[src/rtl/jtag_tdo_capture_if.sv]
// Readback FIFO write port between the TDO capture monitor and the FIFO.
// Signals: wdata (captured word), wr (write strobe), full (FIFO full).
interface jtag_tdo_capture_if #(
    parameter int DATA_W = 8
) ();
    logic [DATA_W-1:0] wdata;
    logic              wr;
    logic              full;

    modport master (
        output wdata,
        output wr,
        input  full
    );

    modport slave (
        input  wdata,
        input  wr,
        output full
    );
endinterface

[src/rtl/jtag_tdo_capture.sv]
// Passive JTAG monitor: tracks the TAP state and packs tdo bits seen in
// SHIFT-DR (optionally SHIFT-IR) into MSB-first words for the readback FIFO.
// Ports: clk, rst (sync, active high), tck/tms/tdo (JTAG lines, clk domain),
//   fifo (wdata/wr/full write port), overflow/ovf_clr (sticky drop flag),
//   tap_state (current TAP state), shifting (in a capturing shift state).
module jtag_tdo_capture #(
    parameter int DATA_W     = 8,
    parameter bit CAPTURE_IR = 1'b0
) (
    input  logic                      clk,
    input  logic                      rst,
    input  logic                      tck,
    input  logic                      tms,
    input  logic                      tdo,
    jtag_tdo_capture_if.master        fifo,
    output logic                      overflow,
    input  logic                      ovf_clr,
    output logic [3:0]                tap_state,
    output logic                      shifting
);
    localparam int CW = $clog2(DATA_W) + 1;
    localparam logic [CW-1:0] CNT_FULL = CW'(DATA_W);

    typedef enum logic [3:0] {
        TLR   = 4'd0,
        RTI   = 4'd1,
        SELDR = 4'd2,
        CAPDR = 4'd3,
        SHDR  = 4'd4,
        EX1DR = 4'd5,
        PSDR  = 4'd6,
        EX2DR = 4'd7,
        UPDR  = 4'd8,
        SELIR = 4'd9,
        CAPIR = 4'd10,
        SHIR  = 4'd11,
        EX1IR = 4'd12,
        PSIR  = 4'd13,
        EX2IR = 4'd14,
        UPIR  = 4'd15
    } tap_t;

    tap_t              state;
    tap_t              state_n;
    logic              tck_q;
    logic              rise;
    logic              cap_st;
    logic              up_entry;
    logic [DATA_W-1:0] sreg;
    logic [DATA_W-1:0] sreg_n;
    logic [DATA_W-1:0] flush_word;
    logic [CW-1:0]     cnt;
    logic [CW-1:0]     cnt_n;
    logic [DATA_W-1:0] word;
    logic [DATA_W-1:0] held;
    logic              pend;

    assign rise      = tck & ~tck_q;
    assign tap_state = state;
    assign cap_st    = (state == SHDR) || (CAPTURE_IR && (state == SHIR));
    assign shifting  = cap_st;

    // A partial word is only flushed once the shift really ends (entering
    // UPDATE); the exit-1 edge alone may still lead back via PAUSE/EXIT2.
    assign up_entry  = (state_n == UPDR) || (state_n == UPIR);

    always_comb begin
        state_n = state;
        unique case (state)
            TLR:   state_n = tms ? TLR   : RTI;
            RTI:   state_n = tms ? SELDR : RTI;
            SELDR: state_n = tms ? SELIR : CAPDR;
            CAPDR: state_n = tms ? EX1DR : SHDR;
            SHDR:  state_n = tms ? EX1DR : SHDR;
            EX1DR: state_n = tms ? UPDR  : PSDR;
            PSDR:  state_n = tms ? EX2DR : PSDR;
            EX2DR: state_n = tms ? UPDR  : SHDR;
            UPDR:  state_n = tms ? SELDR : RTI;
            SELIR: state_n = tms ? TLR   : CAPIR;
            CAPIR: state_n = tms ? EX1IR : SHIR;
            SHIR:  state_n = tms ? EX1IR : SHIR;
            EX1IR: state_n = tms ? UPIR  : PSIR;
            PSIR:  state_n = tms ? EX2IR : PSIR;
            EX2IR: state_n = tms ? UPIR  : SHIR;
            UPIR:  state_n = tms ? SELDR : RTI;
            default: state_n = TLR;
        endcase
    end

    always_ff @(posedge clk) begin
        if (rst) begin
            state <= TLR;
        end else if (rise) begin
            state <= state_n;
        end
    end

    always_comb begin
        sreg_n     = {sreg[DATA_W-2:0], tdo};
        cnt_n      = cnt + 1'b1;
        flush_word = sreg << (DATA_W - int'(cnt));
    end

    always_ff @(posedge clk) begin
        if (rst) begin
            tck_q    <= tck;
            sreg     <= '0;
            cnt      <= '0;
            word     <= '0;
            held     <= '0;
            pend     <= 1'b0;
            overflow <= 1'b0;
        end else begin
            tck_q <= tck;
            pend  <= 1'b0;

            if (pend && !fifo.full) begin
                held <= word;
            end

            if (pend && fifo.full) begin
                overflow <= 1'b1;
            end else if (ovf_clr) begin
                overflow <= 1'b0;
            end

            if (rise) begin
                if (cap_st) begin
                    if (cnt_n == CNT_FULL) begin
                        word <= sreg_n;
                        pend <= 1'b1;
                        cnt  <= '0;
                        sreg <= '0;
                    end else begin
                        sreg <= sreg_n;
                        cnt  <= cnt_n;
                    end
                end else if (up_entry && (cnt != '0)) begin
                    word <= flush_word;
                    pend <= 1'b1;
                    cnt  <= '0;
                    sreg <= '0;
                end
            end
        end
    end

    // wdata shows the pending word in its write cycle and otherwise holds
    // the last word actually accepted by the FIFO.
    assign fifo.wr    = pend & ~fifo.full;
    assign fifo.wdata = pend ? word : held;
endmodule

[src/flat_wrapper.sv]
// flat-port wrapper written by rule: the top's interface ports become plain ports
module jtag_tdo_capture_flat 
#(
    parameter int DATA_W     = 8,
    parameter bit CAPTURE_IR = 1'b0
)
  (clk, rst, tck, tms, tdo, overflow, ovf_clr, tap_state, shifting, fifo_wdata, fifo_wr, fifo_full);
  jtag_tdo_capture_if #(.DATA_W(DATA_W)) fifo_i ();
  input  logic clk;
  input  logic rst;
  input  logic tck;
  input  logic tms;
  input  logic tdo;
  output logic overflow;
  input  logic ovf_clr;
  output logic [3:0] tap_state;
  output logic shifting;
  output wire logic [$bits(fifo_i.wdata)-1:0] fifo_wdata;
  output wire logic [$bits(fifo_i.wr)-1:0] fifo_wr;
  input wire logic [$bits(fifo_i.full)-1:0] fifo_full;
  assign fifo_wdata = fifo_i.wdata;
  assign fifo_wr = fifo_i.wr;
  assign fifo_i.full = fifo_full;
  jtag_tdo_capture #(.DATA_W(DATA_W), .CAPTURE_IR(CAPTURE_IR)) u_core (.clk(clk), .rst(rst), .tck(tck), .tms(tms), .tdo(tdo), .fifo(fifo_i), .overflow(overflow), .ovf_clr(ovf_clr), .tap_state(tap_state), .shifting(shifting));
endmodule
[config.mk]
export PLATFORM = sky130hd
export DESIGN_NAME = jtag_tdo_capture_flat
export DESIGN_NICKNAME = d
export VERILOG_FILES = /design/src/rtl/jtag_tdo_capture_if.sv /design/src/rtl/jtag_tdo_capture.sv /design/src/flat_wrapper.sv
export SDC_FILE = /design/constraint.sdc
export NUM_CORES = 1
export LEC_CHECK = 0
export ABC_AREA = 1
export BUFFER_PORTS_ARGS = -buffer_cell sky130_fd_sc_hd__buf_2
export CAP_MARGIN = 20
export CORE_UTILIZATION = 40
export CTS_BUF_LIST = sky130_fd_sc_hd__clkbuf_8
export CTS_CLUSTER_DIAMETER = 80
export DETAILED_ROUTE_END_ITERATION = 6
export PLACE_DENSITY_LB_ADDON = 0.2
export SYNTH_ARGS = -nofsm -noshare
export SYNTH_HDL_FRONTEND = slang
export SYNTH_SLANG_ARGS = --single-unit
[constraint.sdc]
create_clock -name clk -period 1.9 [get_ports clk]
set_input_delay 0.19 -clock clk [delete_from_list [all_inputs] [get_ports clk]]
set_output_delay 0.19 -clock clk [all_outputs]
set_load 0.1 [all_outputs]
==> Word level (Yosys, flattened, before mapping) <==
Index checks and enable logic that the tools add are counted.
{ "op_classes": {"addsub": 2, "eq_ne": 19, "shifts": 1, "muxes": 28, "bitwise_logic": 5, "n_reduce_logical": 15} }
{ "ops": {"columns": ["operator", "count"], "rows": [
  ["2-to-1 mux 8 bit", 7],
  ["one-hot mux 4 bit (12 select lines)", 1],
  ["== test 4 bit (second input constant)", 11],
  ["left shift 8 x 32 -> 8 bit", 1],
  ["2-to-1 mux 4 bit", 7],
  ["== test 4 x 3 -> 1 bit (second input constant)", 4],
  ["== test 4 x 2 -> 1 bit (second input constant)", 2],
  ["2-to-1 mux 1 bit", 8],
  ["2-to-1 mux 2 bit", 3],
  ["2-to-1 mux 3 bit", 2],
  ["OR reduction 2 bit", 3],
  ["subtractor 4 x 4 -> 5 bit (first input constant)", 1],
  ["adder 4 x 1 -> 4 bit (second input constant)", 1],
  ["== test 4 x 1 -> 1 bit (second input constant)", 1],
  ["zero test 4 bit", 1],
  ["nonzero test 2 bit", 2],
  ["nonzero test 4 bit", 1],
  ["logical AND 1 bit", 3],
  ["NOT 1 bit", 3],
  ["AND reduction 3 bit", 1],
  ["OR reduction 3 bit", 1],
  ["bitwise AND 1 bit", 2],
  ["!= test 2 x 1 -> 1 bit (second input constant)", 1],
  ["AND reduction 2 bit", 1],
  ["other kinds (2)", 2]
]} }
{ "totals": {"register_bits": 35, "input_bits": 7, "output_inout_bits": 15, "elab_cells": 78} }

==> Depth between registers and ports, before layout <==
{ "depth": {"ltp_word": 8, "mapped_depth": 14, "depth_no_buf": 14} }

==> Worst setup path before layout <==
No wires, ideal clock.
{ "synth_path": {"path_type": "reg2out", "start": "reg u_core.pend", "end": "out fifo_wdata[2]", "t_arrival_ns": 2.767, "required_ns": 1.710, "slack_ns": -1.057, "path_stages_with_launch": 4, "n_path_buf": 2, "path_cell_list": "dfxtp_1 clkbuf_1 clkbuf_1 o21ai_0"} }
{ "synth_between": {"elab_chain_len": 1} }
{ "synth_rtl": {"columns": ["item", "line", "text"], "rows": [
  ["from (decl)", "jtag_tdo_capture.sv:56", "logic pend;"],
  ["from (signal assigned)", "jtag_tdo_capture.sv:111", "pend <= 1'b0;"],
  ["from (signal assigned)", "jtag_tdo_capture.sv:115", "pend <= 1'b0;"],
  ["from (signal assigned)", "jtag_tdo_capture.sv:131", "pend <= 1'b1;"],
  ["2-to-1 mux 8 bit", "jtag_tdo_capture.sv:151", "assign fifo.wdata = pend ? word : held;"],
  ["to (decl)", "flat_wrapper.sv:18", "output wire logic [$bits(fifo_i.wdata)-1:0] fifo_wdata;"]
]} }
Every way passes these cells.

==> Worst setup path after layout <==
{ "layout_path": {"start": "reg u_core.state[3] (netlist: u_core.tap_state[3])", "end": "reg u_core.word[6]"} }
{ "layout_between": {"elab_chain_len": 8, "elab_cells_between_ends": 28, "classes_between": "eq/ne (18); mux (2); reduce/logical (8)"} }
{ "layout_rtl": {"columns": ["item", "line", "text"], "rows": [
  ["from (decl)", "jtag_tdo_capture.sv:43", "tap_t state;"],
  ["from (signal assigned)", "jtag_tdo_capture.sv:94", "state <= state_n;"],
  ["== test 4 x 1 -> 1 bit, or another cell as far along", "jtag_tdo_capture.sv:69", "unique case (state)"],
  ["OR reduction 3 bit (no line) / OR reduction 2 bit (equally long branches)", null, null],
  ["one-hot mux 4 bit (12 select lines)", "jtag_tdo_capture.sv:69", null],
  ["== test 4 bit", "jtag_tdo_capture.sv:65", "assign up_entry = (state_n == UPDR) || (state_n == UPIR);"],
  ["logical OR 1 bit", "jtag_tdo_capture.sv:65", null],
  ["logical AND 1 bit", "jtag_tdo_capture.sv:138", "end else if (up_entry && (cnt != '0)) begin"],
  ["nonzero test 2 bit (no line)", null, null],
  ["AND reduction 3 bit (no line)", null, null],
  ["to (signal assigned)", "jtag_tdo_capture.sv:130", "word <= sreg_n;"],
  ["to (signal assigned)", "jtag_tdo_capture.sv:139", "word <= flush_word;"],
  ["to (decl)", "jtag_tdo_capture.sv:54", "logic [DATA_W-1:0] word;"]
]} }
Parallel ways exist; a longest one is shown, timed or not.
A chain may end at the register's enable or synchronous reset.

==> impl_metrics.ini <==
[status]
status = finished, final reports clean

[floorplanning]
top_level_ports = 22
die_x_um = 75.3
fp.dieH_um = 75.3
initial_core_util = 0.418
core_region_area_mm2 = 0.00514
std_cell_rows = 26
dieArea_mm2 = 0.00567

[synth]
asyncSetResetFlopFracSynth = 0
netlist_top_cells_area = sky130_fd_sc_hd__dfxtp_1 33%, sky130_fd_sc_hd__nand2_1 12%, sky130_fd_sc_hd__nand3_1 7.7%, sky130_fd_sc_hd__o21ai_0 7.7%, sky130_fd_sc_hd__inv_1 6.8%
post-synth-top-area-cell = sky130_fd_sc_hd__dfxtp_1
synth-edff-count = 0
synth_fp_nets = 337
synth_seq_cells = 35
synth.mux.area_fraction = 0.00466
synth_cell_type_count = 38
synthSimpleGateAreaFrac = 0.313
synth-warning-count = 0
post_synth_fa_ha_maj_area_fraction = 0.0175
post-synth-top-area-fraction = 0.326
synth.yosys.seq_area_share = 0.326
synth_compound_gate_area_share = 0.224
avgSynthCellArea_um2 = 6.57
synth_flop_cell = sky130_fd_sc_hd__dfxtp_1
synthesis.area_mm2 = 0.00215
synth_top_family_by_area = simple AND/OR/NAND/NOR gates
synthXorXnorAreaFrac = 0.0122
netlist_instances = 327

[timing]
fin_ws_ps = 92.0
fin_skew_ps = 8.68
period_needed_ps = 1810
final-max-slew-violation-count = 0
max_clock_freq_ghz = 0.553
slew_headroom = 0.518
final_min_period_over_clock_period = 0.952
worst-slew-pin-transition_ps = 722
grt_setup_unrepaired = true
timing_hold_violations_final = 0
setup-violations-final = 0

[clock_network]
cts_inserted_buffers = 5
cts_tree = built
root_buffer = sky130_fd_sc_hd__clkbuf_8
cts_hold_repair.buffers = 0
htree_depth = 2
clk_transition_reported_paths_ps = 70
tritoncts_num_sinks = 35
clock_latency_ps = 290
ctsLongestPathBuffers = 2

[run]
max_cap_violation_count = 0

[power]
total_leakage_power_nw = 1.21
peakVddDrop_mv = 0.419
power_per_cell_area_mw_per_mm2 = 593

[routing]
routedWlPerCell_um = 12.9
route.vias.total = 2263
detail_route.first_pass.iterations = 5
detail_route.vias_per_cell = 5.20
detailedRoute.firstIterationViolations = 152
final_wirelength_um = 5600
ant_nets = 0
detail_route.drc_violations = 0

[global_routing]
grt_util_all_layers = 0.202
grt_pass1_vias = 1924
grt_first_pass_wirelength_um = 8730
grt_start_max_net_pins = 26
initial_antenna_violation_count = 0
grt.overflow.total = 0

[placed_design]
buffer_ports.inserted = 21
number_of_placed_instances_taps_included = 418
place_congestion = 1.04
dp_hpwl_um = 3890
placement.setup.worst_slack_ps = 22.9

[layout]
layout_commonest_cell = sky130_fd_sc_hd__nand2_1
num_antenna_cells = 0
post-route-util = 0.514
numnets_final = 374
mostFrequentLayoutCells = 64 x sky130_fd_sc_hd__nand2_1, 38 x sky130_fd_sc_hd__inv_1, 32 x sky130_fd_sc_hd__nand3_1, 29 x sky130_fd_sc_hd__dfxtp_1, 26 x sky130_fd_sc_hd__nor2_1
finish.cell_count_without_fillers = 435
fraction_of_layout_cells_with_a_size_suffix_above_1 = 0.252
area_growth_pct = 23.1

[setup_path]
critPathMaxStageDelay_ps = 390
crit_chain = inv_1 -> nand3_2 -> nor2_1 -> nor2_1 -> nand2_1 -> nor2_2 -> nand3_2 -> o21bai_4 -> nand2_4 -> nand2_8 -> nand2_4 -> nand3_1 -> nand2_1
cpMaxStageDelayCell = sky130_fd_sc_hd__dfxtp_4
start_kind = flip-flop
crit_type = flip-flop to flip-flop
critPathTopFamily = simple AND/OR/NAND/NOR gates
critPathArrivalTime_ps = 2000
critical_path.n_buffers_inverters = 1
worst-path-max-fanout = 10
worstSetupEndpointType = flip-flop
worst_ep_required_time_ps = 2090

[hold_path]
holdCritPathClass = input pin to flip-flop
flip-flops by register name, summed over array words and instances, names as in the netlist:
signal,cells
u_core.held,8
u_core.word,8
u_core.pend,1
u_core.overflow,1
u_core.sreg,8
u_core.cnt,4
u_core.tap_state,4
u_core.tck_q,1
where the power goes:
group	total [mW]	leakage, nW	switching [mW]	internal, mW
combinational	0.282	0.881	0.194	0.0880
clock	0.522	0.0453	0.271	0.251
sequential	0.763	0.287	0.0192	0.744
what timing repair did:
item / CTS / global route
setup endpoints to repair: 0 / 25
setup buffers: 0 / 8
gates resized for setup: 0 / 19
final timing paths:
check                           start             end  slack [ps]  cells past startpoint
setup reg to reg  u_core.tap_state[3]  u_core.word[6]          90                     13
setup / recovery  u_core.tap_state[3]  u_core.word[6]          90                     13
hold / removal                    tck    u_core.tck_q          10                      1
hold reg to reg        u_core.held[2]  u_core.held[2]         460                      2
Yosys cell counts, types with 2 or more instances:
library cell                count
sky130_fd_sc_hd__nand2_1       69
sky130_fd_sc_hd__inv_1         39
sky130_fd_sc_hd__dfxtp_1       35
sky130_fd_sc_hd__nand3_1       33
sky130_fd_sc_hd__nor2_1        33
sky130_fd_sc_hd__o21ai_0       33
sky130_fd_sc_hd__a21oi_1       14
sky130_fd_sc_hd__o21ai_1        8
sky130_fd_sc_hd__clkbuf_1       5
sky130_fd_sc_hd__nand2_2        5
sky130_fd_sc_hd__a21oi_2        4
sky130_fd_sc_hd__inv_2          4
sky130_fd_sc_hd__o211ai_1       4
sky130_fd_sc_hd__o21a_1         4
sky130_fd_sc_hd__ha_1           3
sky130_fd_sc_hd__nor3_1         3
sky130_fd_sc_hd__o2111ai_1      3
sky130_fd_sc_hd__a211oi_1       2
sky130_fd_sc_hd__a22oi_1        2
sky130_fd_sc_hd__buf_1          2
sky130_fd_sc_hd__nand3_2        2
sky130_fd_sc_hd__nor2_2         2
sky130_fd_sc_hd__o22ai_1        2
sky130_fd_sc_hd__xor2_1         2
through the flow:
stage / hold WS [ps] / cell area (um2) / total power [mW] / setup TNS (ps)
2_1_floorplan: 218 / 2200 / 0.974 / -1330
3_3_place_gp: 310 / 2420 / 1.03 / 0
3_5_place_dp: 313 / 2420 / 1.03 / 0
4_1_cts: 1.59 / 2510 / 1.56 / 0
5_1_grt: 4.49 / 2640 / 1.65 / -163
6_report: 12.2 / 2640 / 1.57 / 0
layout make-up:
type                       count  area [um2]
multi-input combinational    239        1330
inverter                      44         169
clock inverter                 3        16.3
fill                         521        2500
clock buffer                   5        68.8
timing repair buffer          39         259
tap                           70        87.6
sequential                    35         718
layer usage:
metal / up-vias / global-route usage / routed length (um)
li1: 1143 / - / -
met1: 1039 / 0.286 / 2720
met2: 68 / 0.308 / 2530
met3: 13 / 0.0402 / 273
met4: 0 / 0.0658 / 72
met5: - / 0 / 0
kinds of logic (layout without fill, tap and decap cells):
logic type | Yosys count | after routing
fa+ha+maj | 3 | 3
xor+xnor | 3 | 3
compound gates | 80 | 80
buf+inv | 54 | 91
mux | 1 | 1
simple gates | 151 | 152
flops | 35 | 35
worst reg2reg max path, cell delays in order (launching register included):
cell	delay [ps]
sky130_fd_sc_hd__dfxtp_4	390
sky130_fd_sc_hd__inv_1	90
sky130_fd_sc_hd__nand3_2	80
sky130_fd_sc_hd__nor2_1	40
sky130_fd_sc_hd__nor2_1	80
sky130_fd_sc_hd__nand2_1	70
sky130_fd_sc_hd__nor2_2	170
sky130_fd_sc_hd__nand3_2	120
sky130_fd_sc_hd__o21bai_4	180
sky130_fd_sc_hd__nand2_4	110
sky130_fd_sc_hd__nand2_8	120
sky130_fd_sc_hd__nand2_4	100
sky130_fd_sc_hd__nand3_1	90
sky130_fd_sc_hd__nand2_1	70
Power figures use the tool's default switching activity.
